==> config.mk <==
export PLATFORM = sky130hd
export DESIGN_NAME = cpld_signal_readback
export DESIGN_NICKNAME = d
export VERILOG_FILES = /design/src/rtl/cpld_signal_readback.sv
export SDC_FILE = /design/constraint.sdc
export NUM_CORES = 1
export LEC_CHECK = 0
export BUFFER_PORTS_ARGS = -buffer_cell sky130_fd_sc_hd__buf_2
export CORE_MARGIN = 2
export CORE_UTILIZATION = 45
export DETAILED_ROUTE_END_ITERATION = 8
export PLACE_DENSITY = 0.66
export SLEW_MARGIN = 0
export SYNTH_ARGS = -nofsm -noshare
export SYNTH_HDL_FRONTEND = slang
export SYNTH_SLANG_ARGS = --single-unit
==> constraint.sdc <==
create_clock -name clk -period 2.4 [get_ports clk]
set_clock_uncertainty 0.15 [all_clocks]
set_input_delay 0.36 -clock clk [delete_from_list [all_inputs] [get_ports clk]]
set_output_delay 0.36 -clock clk [all_outputs]
set_load 0.02 [all_outputs]
==> src/rtl/cpld_signal_readback.sv <==
// Host-read responder: synchronises IOR_N and snapshots gains/mode/update count onto IN_SD[15:8].
// Latency: data and IN_SD_OE valid SYNC_STAGES clocks after IOR_N is first sampled low; release takes the same.
// Backpressure: none; the host strobe paces reads, and IN_SD holds constant for the whole read.
//
// Ports: clk/rst (async active-high), IOR_N (async read strobe), ADDR (register select),
//        PID_PR/PID_INR/MODE (values currently driven by the board), IN_SD/IN_SD_OE (read data + pad enable).
// Optional feature: define SIGNAL_READBACK_CHECKSUM_EN to return an XOR checksum at address 4.
module cpld_signal_readback #(
    parameter int SYNC_STAGES = 2
) (
    input  logic        clk,
    input  logic        rst,
    input  logic        IOR_N,
    input  logic [2:0]  ADDR,
    input  logic [7:0]  PID_PR,
    input  logic [7:0]  PID_INR,
    input  logic [2:0]  MODE,
    output logic [15:8] IN_SD,
    output logic        IN_SD_OE
);

    if (SYNC_STAGES < 2 || SYNC_STAGES > 3) begin : g_bad_sync_stages
        $error("cpld_signal_readback: SYNC_STAGES must be 2 or 3");
    end

    typedef enum logic {
        S_IDLE  = 1'b0,
        S_DRIVE = 1'b1
    } state_t;

    state_t                 state_q, state_d;
    logic [SYNC_STAGES-1:0] ior_sync_q, ior_sync_d;
    logic                   ior_prev_q, ior_prev_d;
    logic [2:0]             addr_q, addr_d;
    logic [7:0]             in_sd_q, in_sd_d;
    logic [7:0]             upd_cnt_q, upd_cnt_d;
    logic [7:0]             prev_pr_q, prev_pr_d;
    logic [7:0]             prev_inr_q, prev_inr_d;

    logic                   ior_s;
    logic                   ior_fall;
    logic                   gain_chg;
    logic                   cnt_clr;
    logic [7:0]             rd_sel;

    // Synchroniser: new strobe sample enters at bit 0, ior_s is the last stage.
    always_comb begin
        ior_sync_d = {ior_sync_q[SYNC_STAGES-2:0], IOR_N};
    end

    assign ior_s    = ior_sync_q[SYNC_STAGES-1];
    assign ior_fall = ior_prev_q & ~ior_s;

    always_comb begin
        ior_prev_d = ior_s;
        prev_pr_d  = PID_PR;
        prev_inr_d = PID_INR;
    end

    // Register read mux, evaluated on the live ADDR at the snapshot edge.
    always_comb begin
        rd_sel = 8'h00;
        case (ADDR)
            3'd0:    rd_sel = PID_PR;
            3'd1:    rd_sel = PID_INR;
            3'd2:    rd_sel = {5'b0, MODE};
            3'd3:    rd_sel = upd_cnt_q;
`ifdef SIGNAL_READBACK_CHECKSUM_EN
            3'd4:    rd_sel = PID_PR ^ PID_INR ^ {5'b0, MODE} ^ upd_cnt_q;
`else
            3'd4:    rd_sel = 8'h00;
`endif
            default: rd_sel = 8'h00;
        endcase
    end

    // Read FSM: snapshot on synchronised falling edge, release when strobe returns high.
    always_comb begin
        state_d = state_q;
        addr_d  = addr_q;
        in_sd_d = in_sd_q;
        cnt_clr = 1'b0;
        case (state_q)
            S_IDLE: begin
                if (ior_fall) begin
                    state_d = S_DRIVE;
                    addr_d  = ADDR;
                    in_sd_d = rd_sel;
                end
            end
            S_DRIVE: begin
                if (ior_s) begin
                    state_d = S_IDLE;
                    // Reading the counter acknowledges it: clear on release.
                    cnt_clr = (addr_q == 3'd3);
                end
            end
            default: state_d = S_IDLE;
        endcase
    end

    // Update counter: a change coinciding with the clear survives as a count of 1.
    always_comb begin
        gain_chg = (PID_PR != prev_pr_q) || (PID_INR != prev_inr_q);
        if (cnt_clr) begin
            upd_cnt_d = gain_chg ? 8'd1 : 8'd0;
        end else if (gain_chg && (upd_cnt_q != 8'hFF)) begin
            upd_cnt_d = upd_cnt_q + 8'd1;
        end else begin
            upd_cnt_d = upd_cnt_q;
        end
    end

    always_ff @(posedge clk or posedge rst) begin
        if (rst) begin
            state_q    <= S_IDLE;
            ior_sync_q <= '1;
            ior_prev_q <= 1'b1;
            addr_q     <= 3'd0;
            in_sd_q    <= 8'h00;
            upd_cnt_q  <= 8'h00;
            prev_pr_q  <= 8'h00;
            prev_inr_q <= 8'h00;
        end else begin
            state_q    <= state_d;
            ior_sync_q <= ior_sync_d;
            ior_prev_q <= ior_prev_d;
            addr_q     <= addr_d;
            in_sd_q    <= in_sd_d;
            upd_cnt_q  <= upd_cnt_d;
            prev_pr_q  <= prev_pr_d;
            prev_inr_q <= prev_inr_d;
        end
    end

    assign IN_SD    = in_sd_q;
    assign IN_SD_OE = (state_q == S_DRIVE);

endmodule

==> results.ini <==
[clock_network]
cts_sinks = 39
hold_buffers = 0
worstSkewPairLatency_ps = 290
clk_root_buffer_cell = clkbuf_8
h-tree-depth = 2
cts_max_path_buffers = 2
cts_tree = built
postCtsSetupRepairBufs = 0
cts_resized = 0
numCtsBuffers = 5
clk_pin_slew_worst_paths_ps = 80

[worst_hold_path]
hold_class = in2async

[power]
power.leakage_uw = 0.000952
power_density_nw_per_um2 = 873
ir_worst_vdd_mv = 0.340

[timing]
fin_setup_tns_ps = 0
timing.final.max_slew_violations = 0
timing.fmax_mhz = 505
min_period_ps = 1980
min_period_over_period_pct = 82.5
rsz0062_at_grt = false
setup_violations = 0
max-slew-margin-rel_pct = 57.3
hold_violations = 0
worstMarginPinSlew_ps = 639

[layout]
n_fill_cell = 325
syn2layout_area_growth_pct = 19.2
layout-drive-gt1-share_pct = 31.3
regArea_um2 = 980
multi_input_area_um2 = 744
postLayoutCellArea_um2 = 2100
num_antenna_cells = 0
layout.nets = 204

[synth]
yosysMostFrequentCell = dfrtp_1
synth_top_area_share_pct = 51.2
yosysTopAreaCell = dfrtp_1
synth_cells = 140
synth_area_um2 = 1760
yosysWarnings = 0
synth_nets = 166
synthFlopType = dfrtp_1
syn_area_per_cell_um2 = 12.6
synthArstFlopShare_pct = 100
ys_ff_latch = 39
ys_seq_area_share_pct = 55.7
synth-edff-count = 0
synthTopCellsByArea = dfrtp_1 (51%), xnor2_1 (8.0%), dfstp_2 (4.5%), a22o_1 (4.0%), mux2i_1 (3.4%)
synth_common_cells = dfrtp_1 (36), xnor2_1 (16), nand2_1 (9), nand3_1 (9), a22o_1 (8)
ys_types = 33

[global_routing]
grt_max_degree = 40
grt_pass1_wl_um = 5980
grt_pass1_vias = 1251
grt-ovfl-total = 0
antenna_found_initial = 0
grt_use_total_pct = 18.4

[status]
run_status = finished, final reports clean

[route]
drc_errors = 0
routed_wl_um = 3550
vias_per_cell = 5.48
antenna_left = 0
post_drt_wl_per_cell_um = 15.7
drt_first_pass_iters = 5
vias = 1243
drt_iter0_drc = 74

[worst_setup_path]
cp.arrival_ps = 2050
slowest_stage = dfrtp_1
slowest_delay_ps = 430
crit_type = reg2reg
startpoint_type = register
startpoint = upd_cnt_q[0]$_DFFE_PP0P_
rr_startpoint = upd_cnt_q[0]$_DFFE_PP0P_
critPathCaptureType = register
crit_path_cell_trace = ha_1 > nand3_1 > nor2_2 > or3_1 > or4_1 > nand2_1
cp_max_fo = 9
crit_required_ps = 2480

[floorplan]
die_x_um = 66.5
start_util_pct = 47.3
fp.dieH_um = 66.5
dieArea_um2 = 4430
core_area_um2 = 3720
fp-row-count = 22
io_pins = 34

[placed_design]
routabilityCongestion = 0.838
dp_hpwl_um = 2630
place_area_um2 = 1980
portBuffers = 33

[job]
max_cap_violations = 0

-- area by class of cell --
type                       count  share of cell area [%]
sequential                    39                    46.7
multi-input combinational     94                    35.5
timing repair buffer          36                    8.95
clock buffer                   6                    3.94
tap                           48                    2.86
clock inverter                 2                    1.67
inverter                       2                   0.358
-- through the flow --
step | util, % | power [uW] | instances | setup slack [ps] | hold slack (ps)
3_5_place_dp | 53.3 | 1280 | 219 | 312 | 197
6_report | 56.4 | 1830 | 227 | 421 | 19.2
2_1_floorplan | - | 1140 | 140 | 583 | 195
5_1_grt | 56.4 | 1940 | 227 | 296 | 2.50
3_3_place_gp | 53.3 | 1270 | 219 | 413 | 197
4_1_cts | 56.4 | 1840 | 227 | 424 | 12.5
-- state kept, by name, indices dropped and copies added (netlist names) --
signal / flops
ior_prev_q: 1
IN_SD_OE: 1
ior_sync_q: 2
IN_SD: 8
addr_q: 3
upd_cnt_q: 8
prev_inr_q: 8
prev_pr_q: 8
-- power by group --
part | switching [uW] | internal [uW] | total [uW]
clock | 225 | 336 | 561
combinational | 191 | 179 | 370
sequential | 128 | 773 | 901
-- layer usage --
layer | vias to the layer above | part of all wire (%) | GRT usage (%) | wire length (um)
met5 | - | 0 | 0 | 0
met4 | 0 | 0.53 | 4.85 | 19
met3 | 2 | 3.7 | 6.08 | 132
met2 | 34 | 48 | 27.9 | 1700
met1 | 610 | 48 | 25.3 | 1700
li1 | 597 | - | - | -
-- path summary, 6_finish.rpt --
check	to	slack, ps	cells after the start
max	upd_cnt_q[5]$_DFFE_PP0P_	420	6
min in group clk	ior_sync_q[0]$_DFF_PP1_	20	1
max reg2reg	upd_cnt_q[5]$_DFFE_PP0P_	420	6
min reg2reg	ior_sync_q[1]$_DFF_PP1_	210	0
max in group asynchronous	ior_sync_q[1]$_DFF_PP1_	1730	3
min	IN_SD_OE$_DFF_PP0_	20	3
-- critical path, delay by kind of cell (launching register included) --
kind                     cells  cell delay (ps)
flip-flops                   1              430
AND/OR/NAND/NOR              5             1080
adder cells (fa/ha/maj)      1              260
-- logic make-up after synthesis --
group | share of synthesized area [%]
AO/OA/AOI/OAI | 9.46
XOR/XNOR | 7.97
adder cells (fa/ha/maj) | 0.711
buffers and inverters | 1.99
flip-flops | 55.7
multiplexers | 9.60
AND/OR/NAND/NOR | 14.6
-- cell usage in the layout (no fill, tap or decap), types with 2 or more instances in the layout --
cell type / synthesis / layout
xnor2_1: 16 / 16
or4_1: 6 / 6
a21oi_1: 3 / 3
nor2_1: 4 / 4
nand4_1: 5 / 5
clkbuf_8: 0 / 6
dfstp_2: 3 / 3
o21ai_0: 5 / 5
o31ai_1: 2 / 2
mux2i_1: 6 / 6
inv_1: 2 / 2
nand3_1: 9 / 9
buf_2: 1 / 33
mux2_2: 3 / 3
dfrtp_1: 36 / 36
nand2_1: 9 / 9
buf_4: 0 / 3
or3_1: 2 / 2
a22o_1: 8 / 8
mux4_1: 2 / 2
o211ai_1: 2 / 2
(Power assumes the default switching activity.)
